<file path="src/rtl/adc_spi_reader.sv">
// Polls a 12-bit SPI ADC (16-bit frame, 4 leading zeros, MSB first) and publishes accepted results.
// Define ADC_AVG_EN to publish the truncated mean of every four accepted frames instead of each one.
module adc_spi_reader #(
   parameter int unsigned CLK_DIV    = 4,
   parameter int unsigned SAMPLE_GAP = 64
) (
   input  logic        clk,
   input  logic        rst,
   output logic        adc_cs_n,
   output logic        adc_sclk,
   input  logic        adc_miso,
   output logic [11:0] adc_value,
   output logic        adc_value_change,
   output logic        frame_err
);

   typedef enum logic [1:0] {IDLE, SCLK_LO, SCLK_HI, DONE} state_t;

   localparam logic [7:0]  HALF_LAST = 8'(CLK_DIV - 1);
   localparam logic [15:0] GAP_LAST  = 16'(SAMPLE_GAP - 1);

   state_t      state_q;
   logic [15:0] gap_q;
   logic [7:0]  half_q;
   logic [3:0]  bit_q;
   logic [15:0] shift_q;
   logic        cs_n_q;
   logic        sclk_q;
   logic [11:0] value_q;
   logic        chg_q;
   logic        err_q;
   logic        hdr_ok;

   assign hdr_ok = (shift_q[15:12] == 4'd0);

`ifdef ADC_AVG_EN
   logic [13:0] acc_q;
   logic [1:0]  cnt_q;
   logic [13:0] acc_sum;

   assign acc_sum = acc_q + {2'b00, shift_q[11:0]};

   function automatic logic [11:0] avg4(input logic [13:0] sum);
      return sum[13:2];
   endfunction
`endif

   always_ff @(posedge clk or posedge rst) begin
      if (rst) begin
         state_q <= IDLE;
         gap_q   <= '0;
         half_q  <= '0;
         bit_q   <= '0;
         shift_q <= '0;
         cs_n_q  <= 1'b1;
         sclk_q  <= 1'b1;
         value_q <= '0;
         chg_q   <= 1'b0;
         err_q   <= 1'b0;
`ifdef ADC_AVG_EN
         acc_q   <= '0;
         cnt_q   <= '0;
`endif
      end else begin
         err_q <= 1'b0;
         case (state_q)
            IDLE: begin
               if (gap_q == GAP_LAST) begin
                  gap_q   <= '0;
                  cs_n_q  <= 1'b0;
                  sclk_q  <= 1'b0;
                  state_q <= SCLK_LO;
               end else begin
                  gap_q <= gap_q + 16'd1;
               end
            end
            SCLK_LO: begin
               if (half_q == HALF_LAST) begin
                  // The ADC output is stable here; capture it on the rising SCLK edge.
                  half_q  <= '0;
                  sclk_q  <= 1'b1;
                  shift_q <= {shift_q[14:0], adc_miso};
                  state_q <= SCLK_HI;
               end else begin
                  half_q <= half_q + 8'd1;
               end
            end
            SCLK_HI: begin
               if (half_q == HALF_LAST) begin
                  half_q <= '0;
                  if (bit_q == 4'd15) begin
                     bit_q   <= '0;
                     cs_n_q  <= 1'b1;
                     state_q <= DONE;
                     // Result is judged on the DONE entry edge so outputs move with DONE.
                     if (!hdr_ok) begin
                        err_q <= 1'b1;
                     end else begin
`ifdef ADC_AVG_EN
                        if (cnt_q == 2'd3) begin
                           value_q <= avg4(acc_sum);
                           chg_q   <= ~chg_q;
                           acc_q   <= '0;
                           cnt_q   <= '0;
                        end else begin
                           acc_q <= acc_sum;
                           cnt_q <= cnt_q + 2'd1;
                        end
`else
                        value_q <= shift_q[11:0];
                        chg_q   <= ~chg_q;
`endif
                     end
                  end else begin
                     bit_q   <= bit_q + 4'd1;
                     sclk_q  <= 1'b0;
                     state_q <= SCLK_LO;
                  end
               end else begin
                  half_q <= half_q + 8'd1;
               end
            end
            DONE: begin
               state_q <= IDLE;
            end
            default: begin
               state_q <= IDLE;
            end
         endcase
      end
   end

   assign adc_cs_n         = cs_n_q;
   assign adc_sclk         = sclk_q;
   assign adc_value        = value_q;
   assign adc_value_change = chg_q;
   assign frame_err        = err_q;

endmodule
</file>
<file path="config.mk">
export PLATFORM = sky130hd
export DESIGN_NAME = adc_spi_reader
export DESIGN_NICKNAME = d
export VERILOG_FILES = /design/src/rtl/adc_spi_reader.sv
export SDC_FILE = /design/constraint.sdc
export NUM_CORES = 1
export LEC_CHECK = 0
export BUFFER_PORTS_ARGS = -buffer_cell sky130_fd_sc_hd__buf_2
export CORE_MARGIN = 4
export CORE_UTILIZATION = 53
export CTS_CLUSTER_SIZE = 25
export DETAILED_ROUTE_END_ITERATION = 7
export PLACE_DENSITY_LB_ADDON = 0.12
export SYNTH_ARGS = -nofsm -noshare
export SYNTH_HDL_FRONTEND = slang
export SYNTH_SLANG_ARGS = --single-unit
</file>
<file path="constraint.sdc">
create_clock -name clk -period 1.85 [get_ports clk]
set_input_delay 0.0925 -clock clk [delete_from_list [all_inputs] [get_ports clk]]
set_output_delay 0.0925 -clock clk [all_outputs]
set_load 0.01 [all_outputs]
</file>
==> results.toml, run 1 <==
[global_route]
grtUsageTotal_pct = 17.2
grt_pass1_vias = 1894
antenna_found_initial = 0
grt_pass1_wl_mm = 8.51
grt_max_degree = 31
overflow = 0

[timing]
clock_skew_ns = 0.00822
final.setup.tns_ns = 0
max_slew_margin_pct = 59.5
fmax_ghz = 0.572
worst_pin_slew_ns = 0.607
hold_violations = 0
report.final.slew_viol_count = 0
setup_viol = 0
rsz0062_at_grt = "no"
timing.final.crit_share_pct = 94.6
period_needed_ns = 1.75

[route]
drt_iter0_drc = 66
drc = 0
vias = 1707
totalWireLength_mm = 4.67
dr.pass1.iters = 4
viasPerCell = 5.32
postRouteAntennaNets = 0
wire_per_inst_um = 14.5

[place]
place_congestion = 0.760
port-buffer-count = 18
post_dp_cell_area_mm2 = 0.00298
dp_hpwl_mm = 3.37

[finish]
utilization_pct = 66.4
drive_gt1_share_pct = 34.6
syn_to_final_growth_pct = 17.4
most-common-layout-cells = "dfrtp_1, mux2_2, buf_2, xnor2_1, buf_4"
layout_commonest_cell = "dfrtp_1"
fin_area_mm2 = 0.00324
nNetsFinal = 259
fill_cells = 368
diodes = 0

[clock_network]
clock_path_buffers = 2
cts_tree = "built"
insertion_delay_ns = 0.34
cts_made_buffers = 9
clk_pin_slew_ns = 0.07
htreeDepth = 3
cts_sinks = 62
cts_root_buf = "clkbuf_8"

[yosys]
synth_seq_cells = 62
avgSynthCellArea_um2 = 13.1
yosysSeqAreaShare_pct = 56.3
ys.flop_type = "dfrtp_1"
async_reset_ff_share_pct = 100
syn_nets = 220
syn_inst = 210
ys_types = 34
synth_edf_count = 0
synth_warnings = 0
syn_area_mm2 = 0.00276

[worst_setup_path]
crit_path_end_kind = "flop"
cp-start-kind = "flop"
worstPathMaxFanout = 13
timing_worst_setup_path_type = "reg -> reg"
cp.arrival_ns = 1.98
required_ns = 2.08

[die]
die_y_um = 80.2
core_area_mm2 = 0.00488
die-width_um = 80.2
start_util_pct = 56.5
dieArea_mm2 = 0.00642
io-pin-count = 19
num_rows = 25

[power]
leakage_nw = 1.64
power_frac_comb_pct = 1.4
power_density_mw_per_mm2 = 786
ir_drop_uv = 532
p_sw_share_pct = 20.6
internal-power_mw = 2.02
seq_power_share_pct = 53.4
clock_power_share_pct = 45.2
total_switching_power_mw = 0.523

[status]
status = "finished clean"

[job]
drv_cap = 0

[worst_hold_path]
hp-class = "in -> async"
==> final cells by class <==
type                            instances  area [um^2]  area share (%)
Clock buffer                           12          145            4.48
Clock inverter                          4         47.5            1.47
Inverter                                5         18.8           0.580
Multi-Input combinational cell        138         1180            36.5
Sequential cell                        62         1550            48.0
Tap cell                               67         83.8            2.59
Timing Repair Buffer                   33          208            6.41
==> metal layers <==
layer	up-vias	global-route usage [%]	wire (um)
met1	850	20.8	2120
met2	21	28.7	2290
li1	825	-	-
met5	-	0	0
met3	11	3.70	132
met4	0	9.12	117
==> worst paths after layout <==
kind | start | endpoint | slack [ns] | cells past startpoint
setup / recovery | half_q[1] | adc_value[4] | 0.10 | 5
hold reg to reg | adc_value_change | adc_value_change | 0.46 | 1
max in group asynchronous | rst | shift_q[12] | 0.85 | 4
setup reg to reg | half_q[1] | adc_value[4] | 0.10 | 5
min in group clk | adc_value_change | adc_value_change | 0.46 | 1
hold / removal | rst | shift_q[6] | 0.38 | 3
==> critical path, cell delays in order, from the launching register on <==
cell and delay, ns:
dfrtp_1 0.41, ha_1 0.21, nor4b_4 0.22, and2_4 0.21, nand3_4 0.22, mux2_4 0.37
==> cells in the mapped netlist, drive strengths merged, types with 4 or more instances <==
| library cell | number | area [um^2] |
|---|---|---|
| and3 | 5 | 31.3 |
| dfrtp | 60 | 1500 |
| ha | 7 | 87.6 |
| inv | 5 | 18.8 |
| mux2 | 32 | 394 |
| nand2 | 13 | 56.3 |
| nand3 | 10 | 62.6 |
| nand4 | 9 | 56.3 |
| nor2 | 11 | 41.3 |
| nor3 | 4 | 20.0 |
| xnor2 | 14 | 123 |
| xor2 | 7 | 61.3 |
==> stage by stage <==
step                      total power, mW  hold WS, ns  std cells  worst slack [ns]
after global routing                 2.64        0.453        321           0.00720
after CTS                            2.57        0.393        320            0.0278
after floorplan                      1.40        0.243        210            0.0483
final                                2.54        0.377        321             0.101
after detailed placement             1.42        0.212        302            0.0482
after global placement               1.42        0.198        302            0.0925
==> timing repair <==
item,4_1_cts,5_1_grt
setup buffers,0,1
endpoints found under the hold margin,26,0
setup endpoints to repair,0,32
hold buffers,2,0
gates resized for setup,0,6
==> power groups by stage <==
stage | clock [mW] | sequential, mW | combinational [mW]
after floorplan | 0 | 1.38 | 0.0208
after global placement | 0 | 1.38 | 0.0337
after detailed placement | 0 | 1.38 | 0.0356
after CTS | 1.17 | 1.36 | 0.0389
after global routing | 1.23 | 1.36 | 0.0447
final | 1.15 | 1.36 | 0.0362
==> cells by family after synthesis <==
group,after synthesis,share of synthesized area [%]
AOI/OAI and AO/OA,13,3.45
DFF,62,56.3
muxes,34,15.0
xor gates and xnor gates,21,6.67
buffers and inverters,10,2.18
and+or+nand+nor,63,13.2
adders and majority gates,7,3.17
==> registers in the layout (all words and copies together), names as in the netlist <==
signal            flops
adc_value            12
frame_err             1
shift_q              16
adc_sclk              1
half_q                8
state_q               2
bit_q                 4
adc_value_change      1
adc_cs_n              1
gap_q                16
(Power assumes the default switching activity.)
==> inputs of run 2 (changes only) <==
--- a/config.mk
+++ b/config.mk
@@ -6,8 +6,11 @@
 export NUM_CORES = 1
 export LEC_CHECK = 0
 export BUFFER_PORTS_ARGS = -buffer_cell sky130_fd_sc_hd__buf_2
+export CAP_MARGIN = 20
+export CELL_PAD_IN_SITES_DETAIL_PLACEMENT = 2
+export CELL_PAD_IN_SITES_GLOBAL_PLACEMENT = 2
 export CORE_MARGIN = 4
-export CORE_UTILIZATION = 53
+export CORE_UTILIZATION = 38
 export CTS_CLUSTER_SIZE = 25
 export DETAILED_ROUTE_END_ITERATION = 7
 export PLACE_DENSITY_LB_ADDON = 0.12
==> run 2 against run 1 <==
Sequential cell count stayed put. Design area is 2.6% higher. Fmax fell by 1.9%. Non-clock buffer count increased by 5. Power fell by 3.2%. Routed wire length up 35%. Critical endpoint is now state_q[1]. Worst hold slack got worse by 0.023 ns. Clock power fell by 7%. Sequential power is essentially flat. Count of clock-buffer cells in the layout shrank 3. Largest cell class unchanged. Register-to-register slack got worse by 0.03 ns.
==> results.toml, run 2 (synthesized netlist as in run 1, its figures left out) <==
[global_route]
antenna_found_initial = 0
overflow = 0
grtUsageTotal_pct = 15.9
grt_max_degree = 63
grt_pass1_vias = 2089
grt_pass1_wl_mm = 10.6

[worst_hold_path]
hp-class = "in -> async"

[timing]
max_slew_margin_pct = 71.3
rsz0062_at_grt = "yes"
hold_violations = 0
report.final.slew_viol_count = 0
fmax_ghz = 0.560
timing.final.crit_share_pct = 96.4
clock_skew_ns = 0.00821
setup_ws_ns = 0.0658
worst_pin_slew_ns = 0.426
period_needed_ns = 1.78
setup_viol = 0

[worst_setup_path]
reg2reg_slack_ns = 0.07
cp.arrival_ns = 2.02
startpoint = "gap_q[11]"
worstPathMaxFanout = 4
required_ns = 2.09
r2r_cells = 5
r2r-start = "gap_q[11]"
cp-start-kind = "flop"
crit_path_end_kind = "flop"
timing_worst_setup_path_type = "reg -> reg"

[finish]
most-common-layout-cells = "dfrtp_1, mux2_2, buf_2, buf_4, xnor2_1"
utilization_pct = 48.1
diodes = 0
layout_commonest_cell = "dfrtp_1"
nNetsFinal = 264
drive_gt1_share_pct = 38.2
syn_to_final_growth_pct = 20.5

[route]
dr.pass1.iters = 3
wire_per_inst_um = 17.7
drt_iter0_drc = 30
vias = 1780
postRouteAntennaNets = 0
viasPerCell = 5.01
totalWireLength_mm = 6.30
drc = 0

[power]
finalPower_mw = 2.46
ir_drop_uv = 392
leakage_nw = 1.67
power_density_mw_per_mm2 = 741

[place]
dp_hpwl_mm = 4.46
place_congestion = 0.822
port-buffer-count = 18
pre_cts_ws_ns = -0.0657

[die]
die-width_um = 93.2
io-pin-count = 19
start_util_pct = 39.9
core_area_mm2 = 0.00691
num_rows = 30
die_y_um = 93.2
dieArea_mm2 = 0.00869

[clock_network]
clk_pin_slew_ns = 0.07
insertion_delay_ns = 0.35
clock_path_buffers = 2
cts_tree = "built"
htreeDepth = 3
cts_made_buffers = 9
cts_sinks = 62
cts_root_buf = "clkbuf_8"

[status]
status = "finished clean"

[job]
drv_cap = 0
## run 2: cell count changes in the layout (fill, tap and decap cells not counted), sizes merged
cell      before  now
clkinv         2    3
inv            5    6
clkbuf        12    9
bufinv         1    0
buf           31   36
clkinvlp       1    3
## run 2: path summary, 6_finish.rpt
kind | endpoint
setup reg to reg | state_q[1]
hold / removal | gap_q[15]
min in group clk | adc_value_change
max in group asynchronous | adc_cs_n
setup / recovery | state_q[1]
hold reg to reg | adc_value_change
## run 2: routing by layer
metal	track usage, %	wire length, um
met5	0	0
met4	6.23	104
met3	5.07	194
met2	27.4	3310
met1	18.3	2680
## run 2: repair_timing
action	4_1_cts	5_1_grt
buffers inserted	2	2
setup endpoints to repair	12	25
hold buffers	2	0
cloned	0	0
endpoints found under the hold margin	61	0
gates resized for setup	1	10
pin swaps	1	1
## run 2: worst max-delay path, stage by stage (launching register included)
cell and delay [ns]:
dfrtp_1 0.42, nor4_1 0.43, nand4_1 0.22, buf_4 0.20, a21o_1 0.19, o22a_1 0.21
## run 2: final cells by class
type	instances	area, um^2
clock buffer	9	124
clock inverter	7	50.0
timing repair buffer	38	270
inverter	5	18.8
tap	96	120
sequential	62	1550
fill	712	3580
multi-input combinational	138	1190
## run 2: report_power, final
| part | switching [mW] | internal [mW] | leakage, nW |
|---|---|---|---|
| Sequential | 0.00102 | 1.36 | 0.842 |
| Combinational | 0.0276 | 0.00983 | 0.742 |
| Clock | 0.583 | 0.486 | 0.0816 |
## run 2: stage by stage
step                      TNS [ns]  hold slack [ns]  cells  instance area (um^2)
after floorplan                  0            0.243    210                  2760
after global routing        -0.171            0.367    355                  3320
after CTS                        0            0.366    353                  3270
after global placement           0            0.179    333                  3050
after detailed placement    -0.646            0.188    333                  3050
final                            0            0.355    355                  3320
==> inputs of run 3 (changes only) <==
--- a/config.mk
+++ b/config.mk
@@ -13,6 +13,7 @@
 export CORE_UTILIZATION = 38
 export CTS_CLUSTER_SIZE = 25
 export DETAILED_ROUTE_END_ITERATION = 7
+export GPL_TIMING_DRIVEN = 0
 export PLACE_DENSITY_LB_ADDON = 0.12
 export SYNTH_ARGS = -nofsm -noshare
 export SYNTH_HDL_FRONTEND = slang
==> run 3 against run 2 <==
Sequential cell count is the same. Fmax fell by 1.3%. Register-to-register slack lost 0.02 ns. Critical path type unchanged. Die area unchanged. Largest power group unchanged. Highest routed layer unchanged.
==> results.toml, run 3 (synthesized netlist as in run 1, its figures left out) <==
[global_route]
antenna_found_initial = 0
grt_max_degree = 41
overflow = 0
grt_pass1_vias = 2068
grt_pass1_wl_mm = 10.8
grtUsageTotal_pct = 16.3

[die]
io-pin-count = 19
die-width_um = 93.2
dieArea_mm2 = 0.00869
core_area_mm2 = 0.00691
num_rows = 30
die_y_um = 93.2
start_util_pct = 39.9

[route]
postRouteAntennaNets = 0
viasPerCell = 5.10
dr.pass1.iters = 4
wire_per_inst_um = 19.3
totalWireLength_mm = 6.85
vias = 1810
drt_iter0_drc = 36
drc = 0

[clock_network]
cts_sinks = 62
cts_made_buffers = 9
htreeDepth = 3
cts_tree = "built"
insertion_delay_ns = 0.33
clk_pin_slew_ns = 0.07
cts_root_buf = "clkbuf_8"
clock_path_buffers = 2

[timing]
fmax_ghz = 0.553
rsz0062_at_grt = "yes"
max_slew_margin_pct = 40.8
report.final.slew_viol_count = 0
clock_skew_ns = 0.00606
worst_pin_slew_ns = 0.887
setup_viol = 0
timing.final.crit_share_pct = 97.7
hold_violations = 0
period_needed_ns = 1.81

[worst_setup_path]
r2r_cells = 6
cpMaxStageDelayCell = "dfrtp_2"
timing.rr.end = "gap_q[15]"
crit_end = "gap_q[15]"
worstPathMaxFanout = 5
critical_path.max_stage_delay_ns = 0.46
crit_top_cell = "nand4_1"
startpoint = "state_q[1]"
crit_path_end_kind = "flop"
cp_top_family = "simple AND/OR/NAND/NOR gates"
r2r-start = "state_q[1]"
crit_cells = 6
cp_num_buf_inv = 1
required_ns = 2.07
cp.arrival_ns = 2.03
crit_chain = "inv_1, ha_1, nand4_1, nor3_2, nand4_1, xnor2_1"
reg2reg_slack_ns = 0.04
cp-start-kind = "flop"
timing_worst_setup_path_type = "reg -> reg"

[finish]
fill_cells = 679
most-common-layout-cells = "dfrtp_1, mux2_2, buf_2, xnor2_1, buf_4"
layout_commonest_cell = "dfrtp_1"
fin_area_mm2 = 0.00347
syn_to_final_growth_pct = 25.7
diodes = 0
drive_gt1_share_pct = 42.1
nNetsFinal = 264

[worst_hold_path]
hold_start = "adc_value_change"
hp-class = "reg -> reg"

[place]
dp_hpwl_mm = 4.47
post_dp_cell_area_mm2 = 0.00300
place_congestion = 0.803
port-buffer-count = 18

[job]
drv_cap = 0

[power]
ir_drop_uv = 329
power_density_mw_per_mm2 = 751
finalPower_mw = 2.60
leakage_nw = 1.74

[status]
status = "finished clean"
run 3: changes by cell type in the layout (fill, tap and decap cells not counted), sizes merged:
cell / previous run / this run
buf: 36 / 34
clkinvlp: 3 / 0
inv: 6 / 5
clkbuf: 9 / 14
bufinv: 0 / 1
run 3: worst reg2reg max path, cell delays in order, from the launching register on:
cell,delay (ns)
dfrtp_2,0.46
inv_1,0.11
ha_1,0.20
nand4_1,0.25
nor3_2,0.35
nand4_1,0.17
xnor2_1,0.16
run 3: power by group:
| group | leakage [nW] | switching (mW) | internal, mW |
|---|---|---|---|
| clock | 0.106 | 0.516 | 0.689 |
| combinational | 0.790 | 0.0289 | 0.0112 |
| sequential | 0.841 | 0.000833 | 1.36 |
run 3: cell type report:
class	instances	area (um^2)	share of cell area, %
clock inverters	4	45.0	1.30
clock buffers	12	155	4.47
flip-flops and latches	62	1560	44.9
well taps	96	120	3.46
inverters	5	18.8	0.541
multi-input cells	138	1270	36.7
plain buffers	3	38.8	1.12
repair buffers	35	260	7.51
run 3: what timing repair did:
item	4_1_cts	5_1_grt
pin swaps	1	5
hold buffers	2	0
hold endpoints to repair	40	0
setup endpoints to repair	32	27
buffers inserted	5	8
resized for setup	11	19
gates cloned	0	1
run 3: through the flow:
stage / std cells / hold slack [ns] / util [%] / setup TNS, ns / setup slack [ns]
2_1_floorplan: 210 / 0.243 / - / 0 / 0.0483
3_3_place_gp: 324 / 0.326 / 43.0 / -27.63 / -0.423
3_5_place_dp: 325 / 0.339 / 43.4 / -4.64 / -0.362
4_1_cts: 347 / 0.473 / 47.6 / -0.129 / -0.0244
5_1_grt: 355 / 0.510 / 50.2 / -0.382 / -0.0950
6_report: 355 / 0.475 / 50.2 / 0 / 0.0427
run 3: how the worst min path moves through the flow:
stage	to	slack, ns	depth (start not counted)
floorplan	shift_q[0]	0.24	1
global placement	shift_q[0]	0.33	2
detailed placement	gap_q[10]	0.34	2
CTS	adc_value_change	0.47	1
global route	adc_value_change	0.51	1
finish	adc_value_change	0.47	1
run 3: metal layers:
layer	share of wire [%]	up-vias	GRT usage, %
met5	0	-	0
met4	1.8	0	6.96
met3	2.4	11	3.78
met2	55	20	29.5
met1	41	944	18.3
li1	-	835	-
